## src/rtl/ram_sram16_bridge_pkg.sv

```systemverilog
// Shared constants for the word RAM request interface
// and the 16-bit asynchronous SRAM bridge.
package ram_sram16_bridge_pkg;

  localparam int RAM_ADDR_BITS = 4;
  localparam int RAM_ADDR_MAX = (1 << RAM_ADDR_BITS) - 1;
  localparam int SRAM_WAIT_CYCLES = 1;

  typedef enum logic [2:0] {
    S_IDLE   = 3'd0,
    S_LO_ACC = 3'd1,
    S_LO_GAP = 3'd2,
    S_HI_ACC = 3'd3,
    S_HI_GAP = 3'd4,
    S_DONE   = 3'd5
  } sram_state_e;

endpackage

```

## src/rtl/ram_sram16_bridge.sv

```systemverilog
// Word RAM responder: each 32-bit request becomes two 16-bit
// accesses on the external async SRAM, low half first.
module ram_sram16_bridge
  import ram_sram16_bridge_pkg::*;
#(
  parameter int WAIT_CYCLES = SRAM_WAIT_CYCLES,
  parameter int ADDR_BITS = RAM_ADDR_BITS
) (
  input  logic                 clk,
  input  logic                 rst,
  input  logic [ADDR_BITS-1:0] ram_addr,
  input  logic [3:0]           ram_byteen,
  input  logic [31:0]          ram_wrdata,
  input  logic                 ram_rden,
  input  logic                 ram_wren,
  output logic [31:0]          ram_rddata,
  output logic                 ram_busy,
  output logic                 ram_rdvalid,
  output logic                 err,
  output logic [ADDR_BITS:0]   sram_addr,
  output logic [15:0]          sram_dq_o,
  output logic                 sram_dq_oe,
  input  logic [15:0]          sram_dq_i,
  output logic                 sram_ce_n,
  output logic                 sram_oe_n,
  output logic                 sram_we_n,
  output logic                 sram_lb_n,
  output logic                 sram_ub_n
);

  localparam logic [2:0] WAIT_C = 3'(WAIT_CYCLES);

  sram_state_e state_q, state_d;
  logic [2:0]  cnt_q, cnt_d;
  logic        wr_q, wr_d;
  logic [ADDR_BITS-1:0] addr_q, addr_d;
  logic [31:0] wdat_q, wdat_d;
  logic [3:0]  be_q, be_d;
  logic [31:0] buf_q, buf_d;
  logic        err_q, err_d;

  logic [31:0] rdata_q, rdata_d;
  logic        busy_q, busy_d;
  logic        rdv_q, rdv_d;
  logic [ADDR_BITS:0] saddr_q, saddr_d;
  logic [15:0] dqo_q, dqo_d;
  logic        dqoe_q, dqoe_d;
  logic        ce_q, ce_d;
  logic        oe_q, oe_d;
  logic        we_q, we_d;
  logic        lb_q, lb_d;
  logic        ub_q, ub_d;

  always_comb begin
    state_d = state_q;
    cnt_d   = cnt_q;
    wr_d    = wr_q;
    addr_d  = addr_q;
    wdat_d  = wdat_q;
    be_d    = be_q;
    buf_d   = buf_q;
    err_d   = err_q;
    unique case (state_q)
      S_IDLE: begin
        if (ram_rden | ram_wren) begin
          state_d = S_LO_ACC;
          cnt_d   = 3'd0;
          wr_d    = ram_wren;
          addr_d  = ram_addr;
          wdat_d  = ram_wrdata;
          be_d    = ram_byteen;
          err_d   = err_q | (ram_rden & ram_wren);
        end
      end
      S_LO_ACC: begin
        if (cnt_q == WAIT_C) begin
          cnt_d   = 3'd0;
          state_d = S_LO_GAP;
          if (!wr_q) buf_d[15:0] = sram_dq_i;
        end else begin
          cnt_d = cnt_q + 3'd1;
        end
      end
      S_LO_GAP: state_d = S_HI_ACC;
      S_HI_ACC: begin
        if (cnt_q == WAIT_C) begin
          cnt_d   = 3'd0;
          state_d = S_HI_GAP;
          if (!wr_q) buf_d[31:16] = sram_dq_i;
        end else begin
          cnt_d = cnt_q + 3'd1;
        end
      end
      S_HI_GAP: state_d = S_DONE;
      S_DONE:   state_d = S_IDLE;
      default:  state_d = S_IDLE;
    endcase
  end

  // Pad strobes are decoded from the next state so they leave flops
  always_comb begin
    ce_d    = 1'b1;
    oe_d    = 1'b1;
    we_d    = 1'b1;
    lb_d    = 1'b1;
    ub_d    = 1'b1;
    dqoe_d  = 1'b0;
    dqo_d   = dqo_q;
    saddr_d = saddr_q;
    rdv_d   = 1'b0;
    rdata_d = rdata_q;
    busy_d  = (state_d != S_IDLE);
    unique case (state_d)
      S_LO_ACC: begin
        ce_d    = 1'b0;
        saddr_d = {addr_d, 1'b0};
        if (wr_d) begin
          we_d   = 1'b0;
          dqoe_d = 1'b1;
          dqo_d  = wdat_d[15:0];
          lb_d   = ~be_d[0];
          ub_d   = ~be_d[1];
        end else begin
          oe_d = 1'b0;
          lb_d = 1'b0;
          ub_d = 1'b0;
        end
      end
      S_HI_ACC: begin
        ce_d    = 1'b0;
        saddr_d = {addr_d, 1'b1};
        if (wr_d) begin
          we_d   = 1'b0;
          dqoe_d = 1'b1;
          dqo_d  = wdat_d[31:16];
          lb_d   = ~be_d[2];
          ub_d   = ~be_d[3];
        end else begin
          oe_d = 1'b0;
          lb_d = 1'b0;
          ub_d = 1'b0;
        end
      end
      S_LO_GAP, S_HI_GAP: dqoe_d = wr_d;
      S_DONE: begin
        if (!wr_d) begin
          rdv_d   = 1'b1;
          rdata_d = buf_d;
        end
      end
      default: ;
    endcase
  end

  always_ff @(posedge clk or posedge rst) begin
    if (rst) begin
      state_q <= S_IDLE;
      cnt_q   <= 3'd0;
      wr_q    <= 1'b0;
      addr_q  <= '0;
      wdat_q  <= 32'd0;
      be_q    <= 4'd0;
      buf_q   <= 32'd0;
      err_q   <= 1'b0;
      rdata_q <= 32'd0;
      busy_q  <= 1'b0;
      rdv_q   <= 1'b0;
      saddr_q <= '0;
      dqo_q   <= 16'd0;
      dqoe_q  <= 1'b0;
      ce_q    <= 1'b1;
      oe_q    <= 1'b1;
      we_q    <= 1'b1;
      lb_q    <= 1'b1;
      ub_q    <= 1'b1;
    end else begin
      state_q <= state_d;
      cnt_q   <= cnt_d;
      wr_q    <= wr_d;
      addr_q  <= addr_d;
      wdat_q  <= wdat_d;
      be_q    <= be_d;
      buf_q   <= buf_d;
      err_q   <= err_d;
      rdata_q <= rdata_d;
      busy_q  <= busy_d;
      rdv_q   <= rdv_d;
      saddr_q <= saddr_d;
      dqo_q   <= dqo_d;
      dqoe_q  <= dqoe_d;
      ce_q    <= ce_d;
      oe_q    <= oe_d;
      we_q    <= we_d;
      lb_q    <= lb_d;
      ub_q    <= ub_d;
    end
  end

  assign ram_rddata  = rdata_q;
  assign ram_busy    = busy_q;
  assign ram_rdvalid = rdv_q;
  assign err         = err_q;
  assign sram_addr   = saddr_q;
  assign sram_dq_o   = dqo_q;
  assign sram_dq_oe  = dqoe_q;
  assign sram_ce_n   = ce_q;
  assign sram_oe_n   = oe_q;
  assign sram_we_n   = we_q;
  assign sram_lb_n   = lb_q;
  assign sram_ub_n   = ub_q;

endmodule

```

## config.mk

```make
export PLATFORM = sky130hd
export DESIGN_NAME = ram_sram16_bridge
export DESIGN_NICKNAME = d
export VERILOG_FILES = /design/src/rtl/ram_sram16_bridge_pkg.sv /design/src/rtl/ram_sram16_bridge.sv
export SDC_FILE = /design/constraint.sdc
export NUM_CORES = 1
export LEC_CHECK = 0
export BUFFER_PORTS_ARGS = -buffer_cell sky130_fd_sc_hd__buf_2
export CORE_UTILIZATION = 45
export CTS_CLUSTER_DIAMETER = 100
export DETAILED_ROUTE_END_ITERATION = 12
export GPL_ROUTABILITY_DRIVEN = 0
export GPL_TIMING_DRIVEN = 0
export PLACE_DENSITY = 0.68
export SLEW_MARGIN = 25
export SYNTH_ARGS = -nofsm -noshare
export SYNTH_HDL_FRONTEND = slang
export SYNTH_SLANG_ARGS = --single-unit
```

## constraint.sdc

```tcl
create_clock -name clk -period 4.86 [get_ports clk]
set_clock_uncertainty 0.2 [all_clocks]
set_input_delay 0.243 -clock clk [delete_from_list [all_inputs] [get_ports clk]]
set_output_delay 0.243 -clock clk [all_outputs]
set_load 0.05 [all_outputs]
```

======== Word level (Yosys, flattened, before mapping) ========
Cells that the tools add are included.
storage, ports and cells
  flip-flop bits (word level) ............. 141
  input bits .............................. 60
  output and inout bits ................... 62
  logic and storage cells ................. 90
cells by class
  add/sub/neg operators ................... 1
  equal/unequal tests ..................... 13
  multiplexer cells ....................... 38
  bitwise logic cells ..................... 8
  reductions and logical operators ........ 11
operators with widths
  cell                                                                    number
  16-bit two-way mux                                                      8
  32-bit two-way mux                                                      2
  16-bit case mux with 2 select lines                                     1
  4-bit two-way mux                                                       4
  3-bit two-way mux                                                       5
  3-bit case mux with 5 select lines                                      1
  3-bit by 2-bit equality test with 1-bit output (second input constant)  4
  1-bit two-way mux                                                       12
  5-bit case mux with 2 select lines                                      1
  3-bit by 1-bit equality test with 1-bit output (second input constant)  3
  3-bit equality test (second input constant)                             3
  2-bit inequality test (second input constant)                           3
  1-bit case mux with 2 select lines                                      3
  3-bit case mux with 2 select lines                                      1
  2-bit AND reduction                                                     3
  2-bit OR reduction                                                      3
  1-bit inverter                                                          5
  2-bit nonzero test                                                      2
  3-bit by 1-bit adder with 3-bit output (second input constant)          1
  3-bit logical NOT                                                       1
  3-bit AND reduction                                                     1
  3-bit nonzero test                                                      1
  1-bit bitwise OR                                                        2
  1-bit bitwise AND                                                       1

======== Logic depth before layout (Yosys ltp) ========
  depth after elaboration ................. 6
  mapped depth ............................ 7
  gate-level depth less buffers ........... 5

======== Worst setup path after synthesis ========
No wires, ideal clock.
  path kind ............................... register to register
  start point ............................. register state_q[1]
  end point ............................... register saddr_q[1], in the netlist sram_addr[1]
  library setup time ...................... 0.125 ns
  data arrival time ....................... 1.726 ns
  required time ........................... 4.535 ns
  path slack .............................. 2.810 ns
  stages on the path, launching flop included .. 7
  buffers on the path ..................... 2
  clock period less this slack ............ 2.050 ns
  cells stage by stage .................... dfrtp_1 -> buf_6 -> or3_1 -> nor2_2 -> buf_4 -> mux2_4 -> mux2_2
between the ends
  elaborated cells between the ends (all ways) .. 14
  classes of those cells .................. eq/ne (6); mux (6); reduce/logical (2)
RTL lines
  element                             line                      RTL
  start: declaration                  ram_sram16_bridge.sv:33   sram_state_e state_q, state_d;
  start signal: assignment            ram_sram16_bridge.sv:177  state_q <= state_d;
  3-bit logical NOT                   ram_sram16_bridge.sv:63   unique case (state_q)
  4-bit two-way mux                   ram_sram16_bridge.sv:63
  net addr_d[0]                       ram_sram16_bridge.sv:36   logic [ADDR_BITS-1:0] addr_q, addr_d;
  5-bit case mux with 2 select lines  ram_sram16_bridge.sv:113  unique case (state_d)
  end signal: assignment              ram_sram16_bridge.sv:188  saddr_q <= saddr_d;
  end: declaration                    ram_sram16_bridge.sv:45   logic [ADDR_BITS:0] saddr_q, saddr_d;
The timed path passes the listed nets, and every way through them passes these cells. The select of a mux whose other input is x is not followed.
A chain may end at the register's enable or synchronous reset.

======== Worst setup path after layout ========
  start point ............................. register state_q[0]
  end point ............................... register dqo_q[12], in the netlist sram_dq_o[12]
between the ends
  word-level cells in the longest chain between the ends .. 5
  elaborated cells between the ends (all ways) .. 20
  classes of those cells .................. eq/ne (8); mux (9); reduce/logical (3)
ends and longest elaborated chain
  element                                                                                                                  line                      RTL
  3-bit equality test, or another cell as far along                                                                        ram_sram16_bridge.sv:63
  3-bit case mux with 5 select lines                                                                                       ram_sram16_bridge.sv:63
  3-bit by 1-bit equality test with 1-bit output / 3-bit by 2-bit equality test with 1-bit output (equally long branches)  ram_sram16_bridge.sv:113
  2-bit inequality test (no line) / 2-bit nonzero test (equally long branches)                                             -
  3-bit AND reduction (no line)                                                                                            -
  end signal: assignment                                                                                                   ram_sram16_bridge.sv:189  dqo_q <= dqo_d;
  end: declaration                                                                                                         ram_sram16_bridge.sv:46   logic [15:0] dqo_q, dqo_d;
Several ways; a longest one is shown, not always the timed one. The select of a mux whose other input is x is not followed.

==> tab_implementation.tex <==
\begin{tabular}{lr}
\hline
Metric & Value \\
\hline
\multicolumn{2}{l}{\textbf{Setup path}} \\
\quad R2R Setup Slk & around 2.6 ns \\
\quad Start point of the critical path & state\_q[0]\$\_DFF\_PP0\_ \\
\quad Crit. End Element & flop \\
\quad Worst path required time & approximately 5.0 ns \\
\quad Critical Path Fanout Max & 10 \\
\quad Startpoint of the most critical register-to-register path & state\_q[0]\$\_DFF\_PP0\_ \\
\quad Capturing point of the worst reg2reg path & sram\_dq\_o[12]\$\_DFFE\_PP0P\_ \\
\quad Data arrival at the endpoint of the critical path & between 2 and 2.5 ns \\
\quad Kind of start point of the critical path & flop \\
\quad Capturing instance or port of the critical path & sram\_dq\_o[12]\$\_DFFE\_PP0P\_ \\
\quad Classification of the worst setup path & reg2reg \\
\quad R2R cell count & 5 \\
\multicolumn{2}{l}{\textbf{Timing}} \\
\quad Final hold slack & around 0.022 ns \\
\quad Share of the clock period used by the worst path & between 40\% and 50\% \\
\quad Fin crit period & around 2.3 ns \\
\quad Unrepaired setup endpoints after global routing & no \\
\quad Worst rel slew slack & 56.5\% \\
\quad \# setup viols final & 0 \\
\quad Worst Slack Setup Final & 2.59 ns \\
\quad Pin slew with the least headroom to its limit & about 0.65 ns \\
\quad Fin. max-slew vios & 0 \\
\quad F\_max & around 440 MHz \\
\quad Endpoints failing hold & 0 \\
\multicolumn{2}{l}{\textbf{Synthesis}} \\
\quad Cell area after technology mapping & roughly 0.0056 mm2 \\
\quad Mean Syn Cell Area & 10.7 um2 \\
\quad Post-synth net total & $\sim$590 \\
\quad FF+latch count, synth & 141 \\
\quad Count of flip-flops with a built-in enable after synthesis & 0 \\
\quad Synth Flop Type & sky130\_fd\_sc\_hd\_\_dfrtp\_1 \\
\quad Share of synthesized registers carrying an async set or reset & between 90\% and 100\% \\
\quad Number of warning messages in the yosys log & 0 \\
\quad Number of cells produced by synthesis & between 500 and 600 \\
\quad Seq/Total Area, Yosys & 62.9\% \\
\quad Number of distinct library cells after synthesis & between 40 and 50 \\
\multicolumn{2}{l}{\textbf{Power}} \\
\quad Power density over the cells & 806 mW/mm2 \\
\quad Pleak & between 3 and 4 nW \\
\quad Worst vdd ir & between 300 and 400 uV \\
\quad Sw Ratio & approximately 43\% \\
\quad Share of total power in sequential cells & 33.1\% \\
\quad Internal power & roughly 0.0035 W \\
\quad Combinational fraction of design power & 44.7\% \\
\quad Power spent charging and discharging nets & between 0.002 and 0.003 W \\
\quad Clk network pwr share & $\sim$22\% \\
\multicolumn{2}{l}{\textbf{Flow run}} \\
\quad \# Max-Cap Violations & 0 \\
\multicolumn{2}{l}{\textbf{Drt}} \\
\quad Post-detailed-route via-to-cell ratio & approximately 5.1 \\
\quad Number of nets still failing antenna checks after routing & 0 \\
\quad Average detailed-routed wire length per instance & 15.3 um \\
\quad Top metal layer carrying routed signals & met4 \\
\quad DR DRC count & 0 \\
\quad Metal1 wirelength & approximately 5700 um \\
\quad Detailed-routed wire length on met2 & around 7000 um \\
\quad Total wire length & about 14000 um \\
\quad Iteration-0 DRC Markers & between 300 and 400 \\
\quad Vias & roughly 4600 \\
\quad First drt pass iteration count & 4 \\
\quad Met3 Routed Length & about 850 um \\
\multicolumn{2}{l}{\textbf{Status}} \\
\quad Run status & complete, no violations \\
\multicolumn{2}{l}{\textbf{Clock network}} \\
\quad Cells resized by post-CTS repair & 0 \\
\quad Number of buffers added by the clock tree synthesis step & 17 \\
\quad Buffers from clock root to sink, at most & 2 \\
\quad Total setup buffers inserted after CTS & 0 \\
\quad Hold buffers post-CTS & between 50 and 60 \\
\quad Count of H-tree levels built during CTS & 4 \\
\quad Sink count of the clock tree & between 100 and 150 \\
\quad Root buf cell & sky130\_fd\_sc\_hd\_\_clkbuf\_16 \\
\quad Register clock-pin slew on the reported worst setup and hold paths & roughly 0.06 ns \\
\quad TritonCTS clock tree & done \\
\quad Insertion delay to the later sink of the worst-skew pair & approximately 0.43 ns \\
\multicolumn{2}{l}{\textbf{Global routing}} \\
\quad Global route total overflow & 0 \\
\quad Number of antenna violations at the first check in global routing & 0 \\
\quad Global-route wire length before repair & between 20000 and 25000 um \\
\quad Maximum number of pins on one net before global-route repair & 82 \\
\quad Vias in the first global route & roughly 4800 \\
\quad GRT Overall Usage & about 23\% \\
\multicolumn{2}{l}{\textbf{Min path}} \\
\quad Worst hold path type & in2reg \\
\multicolumn{2}{l}{\textbf{Finish}} \\
\quad Nets@finish & a little under 800 \\
\quad Highest-count cells in the layout ignoring fill and taps & 136 x sky130\_fd\_sc\_hd\_\_dfrtp\_1, 129 x sky130\_fd\_sc\_hd\_\_buf\_2, 121 x sky130\_fd\_sc\_hd\_\_nand2\_1, 71 x sky130\_fd\_sc\_hd\_\_o21ai\_0, 59 x sky130\_fd\_sc\_hd\_\_dlygate4sd3\_1 \\
\quad Area grow syn2layout & 37.0\% \\
\quad Antenna cells & 0 \\
\quad Final Instance Count excl. Fillers & between 900 and 1000 \\
\quad Ratio of cells with drive above 1 in the final layout & between 20 and 30\% \\
\quad Utilization after layout & a little under two thirds \\
\quad Most frequent standard cell in the layout excluding fill and tap cells & sky130\_fd\_sc\_hd\_\_dfrtp\_1 \\
\multicolumn{2}{l}{\textbf{Floorplanning}} \\
\quad Die X-Extent & about 110 um \\
\quad Die height & 114 um \\
\quad Number of standard-cell rows in the floorplan & 40 \\
\quad Area of the core & 0.0121 mm2 \\
\quad Starting utilization of the core area & approximately 46\% \\
\quad Top-level I/O count & roughly 120 \\
\quad Die area & around 0.013 mm2 \\
\multicolumn{2}{l}{\textbf{Place}} \\
\quad Placed cell count & about 820 \\
\quad IO Port Bufs & between 100 and 150 \\
\quad Post-Place Worst Slack & between 2 and 3 ns \\
\quad HPWL after DPL & 9230 um \\
\hline
\end{tabular}
-- worst min-delay path by stage --
stage | start | end | cells after the start
after floorplan | ram_wrdata[16] | wdat_q[16]$_DFF_PP0_ | 2
after global placement | ram_wrdata[28] | wdat_q[28]$_DFF_PP0_ | 3
after detailed placement | rst | ram_rddata[21]$_DFFE_PP0P_ | 2
after CTS | ram_wrdata[7] | wdat_q[7]$_DFF_PP0_ | 3
after global routing | ram_wrdata[7] | wdat_q[7]$_DFF_PP0_ | 3
final | ram_wrdata[7] | wdat_q[7]$_DFF_PP0_ | 3
-- layout make-up --
cell class                      instances  area (um2)
Clock inverter                          5         100
Tap cell                              168         210
Sequential cell                       141        3530
Buffer                                 34         186
Inverter                               22        90.1
Multi-Input combinational cell        328        1810
Fill cell                            1007        4410
Timing Repair Buffer                  181        1220
Clock buffer                           26         539
-- power groups by stage --
stage / clock network (W) / logic, W / registers [W]
3_5_place_dp: 0 / 0.00273 / 0.00206
5_1_grt: 0.00145 / 0.00301 / 0.00211
2_1_floorplan: 0 / 0.00121 / 0.00289
4_1_cts: 0.00140 / 0.00278 / 0.00205
3_3_place_gp: 0 / 0.00265 / 0.00204
6_report: 0.00138 / 0.00277 / 0.00205
-- cells in the mapped netlist (all sizes together), types with 2 or more instances --
| cell type | number | area (um2) |
|---|---|---|
| a211oi | 2 | 32.5 |
| a21o | 17 | 128 |
| a21oi | 4 | 20.0 |
| a221oi | 16 | 140 |
| and3 | 16 | 100 |
| buf | 16 | 119 |
| clkbuf | 18 | 67.6 |
| dfrtp | 136 | 3400 |
| dfstp | 5 | 131 |
| inv | 22 | 82.6 |
| mux2 | 8 | 93.8 |
| nand2 | 121 | 454 |
| nand2b | 2 | 12.5 |
| nand3 | 3 | 15.0 |
| nand4b | 2 | 17.5 |
| nor2 | 9 | 38.8 |
| nor2b | 3 | 18.8 |
| o21ai | 93 | 465 |
| o2bb2ai | 16 | 140 |
| or2 | 2 | 12.5 |
| or4b | 2 | 20.0 |
-- kinds of logic (layout without fill, tap and decap cells) --
family | Yosys count | after routing | share of synthesized area, %
compound gates | 151 | 151 | 17.0
mux | 9 | 9 | 1.85
xor+xnor | 1 | 1 | 0.156
buf+inv | 56 | 268 | 4.79
flops | 141 | 141 | 62.9
simple gates | 167 | 167 | 13.3
-- state kept, by name, summed over array words and instances (netlist names), 3 cells and up --
name        flops
buf_q          32
ram_rddata     32
wdat_q         32
sram_dq_o      16
sram_addr       5
addr_q          4
be_q            4
cnt_q           3
state_q         3
-- per-stage QoR --
step	instance area, um2	power, W	setup TNS (ns)
after floorplan	5620	0.00409	0
after global placement	6430	0.00469	-97.19
after detailed placement	6470	0.00479	0
after CTS	7700	0.00623	0
after global routing	7700	0.00657	0
final	7700	0.00620	0
-- critical path: stages (launching register included) --
cell and delay [ns]:
sky130_fd_sc_hd__dfrtp_1 0.45, sky130_fd_sc_hd__nor3_1 0.45, sky130_fd_sc_hd__nand2_1 0.20, sky130_fd_sc_hd__clkbuf_1 0.27, sky130_fd_sc_hd__a221oi_1 0.43, sky130_fd_sc_hd__o2bb2ai_1 0.13
-- per-layer routing --
layer,track usage [%],vias up
met4,9.65,0
met2,39.7,163
met3,5.74,16
met1,27.9,2235
li1,-,2204
met5,0,-
No activity file was read; power rests on OpenSTA's default activity.
